===== config.mk =====
export PLATFORM = sky130hd
export DESIGN_NAME = btb_update_queue
export DESIGN_NICKNAME = d
export VERILOG_FILES = /design/src/rtl/btb_update_queue.sv
export SDC_FILE = /design/constraint.sdc
export NUM_CORES = 1
export LEC_CHECK = 0
export CAP_MARGIN = 10
export CORE_MARGIN = 2
export CORE_UTILIZATION = 53
export DETAILED_ROUTE_END_ITERATION = 6
export PLACE_DENSITY = 0.8
export SYNTH_ARGS = -nofsm -noshare
export SYNTH_HDL_FRONTEND = slang
export SYNTH_SLANG_ARGS = --single-unit

===== constraint.sdc =====
create_clock -name clk -period 3 [get_ports clk]
set_clock_uncertainty 0.1 [all_clocks]
set_input_delay 0.45 -clock clk [delete_from_list [all_inputs] [get_ports clk]]
set_output_delay 0.45 -clock clk [all_outputs]
set_load 0.02 [all_outputs]

===== src/rtl/btb_update_queue.sv =====
// Filters EX branch resolutions down to BTB-write-worthy updates, queues them and
// drains one per cycle into the BTB write port. Optional coalescing: BTB_UPD_COALESCE_EN.
module btb_update_queue #(
  parameter int ADDR_WIDTH     = 26,
  parameter int DEPTH          = 4,
  parameter int DROP_CNT_WIDTH = 8
) (
  input  logic                      clk,
  input  logic                      rst_n,
  input  logic                      i_res_valid,
  input  logic [ADDR_WIDTH-1:0]     i_res_pc,
  input  logic [ADDR_WIDTH-1:0]     i_res_target,
  input  logic                      i_res_taken,
  input  logic                      i_res_btb_hit,
  input  logic [ADDR_WIDTH-1:0]     i_res_pred_target,
  output logic                      o_res_ready,
  input  logic                      i_btb_wready,
  output logic                      o_btb_we,
  output logic [ADDR_WIDTH-1:0]     o_btb_wpc,
  output logic [ADDR_WIDTH-1:0]     o_btb_wtarget,
  output logic [$clog2(DEPTH):0]    o_count,
  output logic [DROP_CNT_WIDTH-1:0] o_drop_count
);
  localparam int PW = $clog2(DEPTH);
  localparam int CW = PW + 1;

  logic [ADDR_WIDTH-1:0] pc_mem  [DEPTH];
  logic [ADDR_WIDTH-1:0] tgt_mem [DEPTH];

  logic [PW-1:0]             rd_q, rd_d, wr_q, wr_d;
  logic [CW-1:0]             cnt_q, cnt_d;
  logic [DROP_CNT_WIDTH-1:0] drop_q, drop_d;

  logic qual, pop, push, drop, full, coal;

  assign qual = i_res_valid & i_res_taken &
                (~i_res_btb_hit | (i_res_pred_target != i_res_target));
  assign full        = (cnt_q == CW'(DEPTH));
  assign o_btb_we    = (cnt_q != '0);
  assign pop         = o_btb_we & i_btb_wready;
  assign o_res_ready = ~full | pop;

`ifdef BTB_UPD_COALESCE_EN
  logic [DEPTH-1:0] hit_vec;
  logic [PW-1:0]    co_slot;
  logic             co_any, co_head;

  // A slot is live when its distance from the head is below the occupancy.
  for (genvar g = 0; g < DEPTH; g++) begin : g_cmp
    logic [PW-1:0] age;
    assign age        = PW'(g) - rd_q;
    assign hit_vec[g] = ({1'b0, age} < cnt_q) && (pc_mem[g] == i_res_pc);
  end

  // Walk head->tail so the last hit seen is the youngest.
  always_comb begin
    co_any  = 1'b0;
    co_head = 1'b0;
    co_slot = rd_q;
    for (int a = 0; a < DEPTH; a++) begin
      if (hit_vec[rd_q + PW'(a)]) begin
        co_any  = 1'b1;
        co_slot = rd_q + PW'(a);
        co_head = (a == 0);
      end
    end
  end

  // A head that leaves this edge can't absorb the update; it gets a fresh entry.
  assign coal = qual & co_any & ~(co_head & pop);
`else
  assign coal = 1'b0;
`endif

  assign push = qual & o_res_ready & ~coal;
  assign drop = qual & ~o_res_ready & ~coal;

  always_comb begin
    rd_d   = rd_q;
    wr_d   = wr_q;
    cnt_d  = cnt_q;
    drop_d = drop_q;
    if (pop)  rd_d = rd_q + 1'b1;
    if (push) wr_d = wr_q + 1'b1;
    case ({push, pop})
      2'b10:   cnt_d = cnt_q + 1'b1;
      2'b01:   cnt_d = cnt_q - 1'b1;
      default: cnt_d = cnt_q;
    endcase
    if (drop && !(&drop_q)) drop_d = drop_q + 1'b1;
  end

  always_ff @(posedge clk or negedge rst_n) begin
    if (!rst_n) begin
      rd_q   <= '0;
      wr_q   <= '0;
      cnt_q  <= '0;
      drop_q <= '0;
    end else begin
      rd_q   <= rd_d;
      wr_q   <= wr_d;
      cnt_q  <= cnt_d;
      drop_q <= drop_d;
    end
  end

  // Payload storage carries no reset; occupancy alone says what is valid.
  always_ff @(posedge clk) begin
    if (push) begin
      pc_mem[wr_q]  <= i_res_pc;
      tgt_mem[wr_q] <= i_res_target;
    end
`ifdef BTB_UPD_COALESCE_EN
    if (coal) tgt_mem[co_slot] <= i_res_target;
`endif
  end

  assign o_btb_wpc     = pc_mem[rd_q];
  assign o_btb_wtarget = tgt_mem[rd_q];
  assign o_count       = cnt_q;
  assign o_drop_count  = drop_q;
endmodule

### Word level (Yosys, flattened, before mapping)

Memory sizes are Yosys's and may differ from the RTL's.
Cells that the tools add are included.

| storage, ports and cells | value |
|---|---|
| register bits | 15 |
| latch bits | 0 |
| bits in writable memories | 208 |
| memory bits (read-only) | 0 |
| input port bits | 84 |
| word-level logic and storage cells | 33 |
| memories | 2 |

| operators by class | value |
|---|---|
| add/subtract/negate cells | 5 |
| $mul | 0 |
| divide/modulo/power cells | 0 |
| $lt $le $gt $ge | 0 |
| equality and inequality tests | 4 |
| shifts and indexed selects | 0 |
| mux-type cells | 3 |
| bitwise logic cells | 10 |
| reduce and logical (&&, ||, !) cells | 5 |

Memories:

| name | depth | width | read ports | clocked after Yosys merged registers in | wr ports | RTL line | source |
|---|---|---|---|---|---|---|---|
| pc_mem | 4 | 26 | 1 | 0 | 1 | 27 | `logic [ADDR_WIDTH-1:0] pc_mem [DEPTH];` |
| tgt_mem | 4 | 26 | 1 | 0 | 1 | 28 | `logic [ADDR_WIDTH-1:0] tgt_mem [DEPTH];` |

Operators by type and width:

| kind | count |
|---|---|
| $ne 26x26->1 | 1 |
| $add 8x1->8 const B | 1 |
| $reduce_and 8->1 | 1 |
| $pmux 3 s2 | 1 |
| $and 1x1->1 | 5 |
| $add 2x1->2 const B | 2 |
| $add 3x1->3 const B | 1 |
| $eq 3x3->1 const B | 1 |
| $not 1->1 | 3 |
| $reduce_bool 3->1 | 1 |
| $sub 3x1->3 const B | 1 |
| $eq 2x1->1 const B | 1 |
| $eq 2x2->1 const B | 1 |
| $mux 1 | 2 |
| $or 1x1->1 | 2 |
| $reduce_bool 2->1 | 1 |
| $logic_and 1x1->1 | 1 |
| $logic_not 1->1 | 1 |

### Longest topological paths before layout

| depth | value |
|---|---|
| depth after elaboration | 6 |
| depth in mapped cells | 12 |
| gate-level depth less buffers | 12 |

### Least setup slack after synthesis

No wires, ideal clock.

| timing | value |
|---|---|
| path kind | input -> register |
| from | input i_res_pred_target[13] |
| to | memory pc_mem[2][0] (enable) |
| setup time | 415 ps |
| arrival | 2445 ps |
| data required time | 2485 ps |
| slack | 40 ps |
| stages on the path | 6 |
| cell sequence | xor2_1 -> nor4_1 -> nand3_1 -> o211ai_1 -> nor2_1 -> and2_1 |

| between the ends | value |
|---|---|
| cells in the longest elaborated chain, start to end | 6 |

Ends and longest elaborated chain:

| element | RTL line | source |
|---|---|---|
| start, declared | 15 | `input logic [ADDR_WIDTH-1:0] i_res_pred_target,` |
| $ne 26x26->1 | 37 | `(~i_res_btb_hit \| (i_res_pred_target != i_res_target));` |
| $or 1x1->1 | 37 |  |
| $and 1x1->1 | 36 | `assign qual = i_res_valid & i_res_taken &` |
| $and 1x1->1 | 75 | `assign push = qual & o_res_ready & ~coal;` |
| $mux 1 | 109 | `if (push) begin` |
| $mux 1 (implied by the code) | 110 | `pc_mem[wr_q] <= i_res_pc;` |
| end, declared | 27 |  |

Every way passes these cells.

### Final worst setup path

| timing | value |
|---|---|
| from | register rd_q[0] |
| to | output o_btb_wpc[24] |

| between the ends | value |
|---|---|
| cells in the longest elaborated chain, start to end | 1 |

Ends and longest elaborated chain:

| element | RTL line | source |
|---|---|---|
| start, declared | 30 | `logic [PW-1:0] rd_q, rd_d, wr_q, wr_d;` |
| start signal, assigned | 100 | `rd_q <= rd_d;` |
| $mem_v2 4x26 | n/a |  |
| end, declared | 19 | `output logic [ADDR_WIDTH-1:0] o_btb_wpc,` |

Every way passes these cells.

==> reports/metrics.csv <==
metric,value,unit
core,15900,µm²
place_area,10800,µm²
wire_per_inst,20.0,µm
rrSetupSlack,920,ps
seqPwrFrac,39.6,%
endpoint_kind,primary output,
grt_pass1_vias,4840,
avgSynthCellArea,22.6,µm²
die_area,17200,µm²
ios,149,
hp-class,in -> reg,
drv_slew,0,
drtIter0Drc,253,
cts-root-buf,clkbuf_16,
dp_cells,779,
drtPass1Iterations,4,
grt-ovfl-total,0,
wl,16.4,mm
drive_gt1_share,24.1,%
drc_errors,0,
p_comb_share,35.5,%
synth_fp_nets,472,
worstPathArrival,2370,ps
p_per_area,867,nW/µm²
area_delta_synth_final,33.6,%
fin_cells,823,
cp_max_fo,10,
route.layer.met1.wl,6.89,mm
ys_types,31,
tightest_slew,721,ps
die_h,131,µm
cts_tree,yes,
swShare,29.1,%
max-slew-margin-rel,51.8,%
antenna_found_initial,0,
insertion_delay,480,ps
wl_met2,8.32,mm
grt_pass1_wl,25.8,mm
place.gp.congestion,0.762,
yosys_register_bits,223,
cts_buffer_depth,3,
finalHoldViolCount,0,
route.met3.wl,926,µm
synthTopCellsByArea,"edfxtp_1 73%, mux4_2 14%, dfrtp_1 4.4%",
period_needed,2920,ps
grt_max_degree,30,
numClockSinks,223,
outcome,completed,
path_clk_slew,60,ps
period_share,97.4,%
p_int,7.06,mW
fin_area,11500,µm²
max_freq,342,MHz
postCtsHoldBufs,0,
ys_warn_count,0,
finalSetupTns,0,ps
clock_power_share,24.9,%
vias,4431,
crit_path_start_kind,register,
netlist.top_cell.by_area,edfxtp_1,
path_class,reg -> out,
synthCells,381,
vias_per_cell,5.38,
yosys.area.top_type_share,72.7,%
start_util,54.1,%
ant_nets,0,
rows,46,
peakVddDrop,0.000500,V
dp_hpwl,10.7,mm
grt.total_usage,19.3,%
crit_required,2450,ps
finalNetCount,683,
yosysSeqAreaShare,77.1,%
cts_buffers,22,
p_switching,2.90,mW
hold_ws,189,ps
nFillCells,967,
cts-htree-levels,1,
diodes,0,
cap_violations,0,
finalSetupViolCount,0,
die_w,131,µm
syn_area,8590,µm²
port_buffers,148,
top_layer,met4,
p_leak,3.94,nW
## stage by stage
stage	total power [mW]	utilization [%]	worst slack, ps
after floorplan	5.93	-	40.3
after global placement	7.43	67.8	-378
after detailed placement	7.50	67.8	-462
after CTS	10.0	72.1	35.4
after global routing	10.4	72.3	-6.94
final	9.95	72.3	79.1
## cell usage in the layout (no fill, tap or decap), types with 3 or more instances in the layout
cell type,n
clkbuf_1,6
clkinv_2,4
clkdlybuf4s50_1,143
nand2_1,3
buf_4,42
xor2_1,20
buf_12,9
dfrtp_1,13
nor2_1,3
xnor2_1,18
nand3_1,3
edfxtp_1,208
dlymetal6s2s_1,5
ha_1,5
nor4_1,4
nand4_1,5
and2_2,4
inv_1,8
clkinv_1,4
clkbuf_16,23
nor3_1,4
mux4_2,52
## critical path, cell delays in order, from the launching register on
cell	delay [ps]
dfrtp_4	540
buf_4	240
mux4_2	540
clkdlybuf4s50_1	560
## cell type report
cell class,count,area (µm²),area share [%]
Sequential cell,223,6630,57.7
Timing Repair Buffer,200,2000,17.5
Multi-Input combinational cell,137,1900,16.5
Clock buffer,30,612,5.33
Tap cell,216,270,2.35
Clock inverter,9,43.8,0.381
Inverter,8,30.0,0.261
## cells in the mapped netlist, drive strengths merged
master	number
and2	5
o211ai	1
nand3	3
nand2	3
a21boi	1
nor4	4
or3	1
nor4b	1
fa	1
clkbuf	5
xor2	20
edfxtp	208
nor3	4
mux2i	1
nand4	5
inv	8
nor3b	1
o21bai	1
mux2	2
buf	8
nor2	4
o2111ai	1
dfrtp	15
and3	1
ha	6
mux4	52
or4	1
xnor2	18
## state kept, by name (all words and copies together) (netlist names)
register	cells
pc_mem	104
o_count	3
wr_q	2
tgt_mem	104
rd_q	2
o_drop_count	8
## per-layer routing
metal | vias up | global-route usage (%)
met1 | 2279 | 25.6
met5 | - | 0
met4 | 0 | 4.95
met3 | 28 | 4.09
li1 | 1990 | -
met2 | 134 | 33.0
## repair_timing
item / in CTS / in global routing
setup buffers: 3 / 2
gates resized for setup: 0 / 7
endpoints found under the setup margin: 37 / 3
pin swaps: 0 / 6
## kinds of logic after synthesis
kind of cell,Yosys count,synth area share (%)
buffers and inverters,21,0.990
AO/OA/AOI/OAI,4,0.568
multiplexers,55,14.1
adder cells (fa/ha/maj),7,1.11
XOR/XNOR,38,3.87
flip-flops,223,77.1
AND/OR/NAND/NOR,33,2.36
## worst paths after layout
check,start,endpoint,depth (start not counted)
max in group asynchronous,rst_n,rd_q[0]$_DFFE_PN0P_,1
min in group asynchronous,rst_n,o_count[0]$_DFFE_PN0P_,1
min,i_res_target[5],tgt_mem[2][5]$_DFFE_PP_,1
max,rd_q[0]$_DFFE_PN0P_,o_btb_wpc[24],3
max reg2reg,o_count[0]$_DFFE_PN0P_,o_count[2]$_DFFE_PN0P_,9
min reg2reg,o_count[2]$_DFFE_PN0P_,o_count[2]$_DFFE_PN0P_,1
## power groups by stage
| stage | Sequential [mW] | Clock [mW] | Combinational (mW) |
|---|---|---|---|
| 3_5_place_dp | 4.06 | 0 | 3.44 |
| 5_1_grt | 3.97 | 2.66 | 3.74 |
| 3_3_place_gp | 4.03 | 0 | 3.40 |
| 2_1_floorplan | 3.98 | 0 | 1.95 |
| 6_report | 3.94 | 2.48 | 3.53 |
| 4_1_cts | 3.95 | 2.53 | 3.56 |
Note: power is estimated with default switching activity, not from simulation.
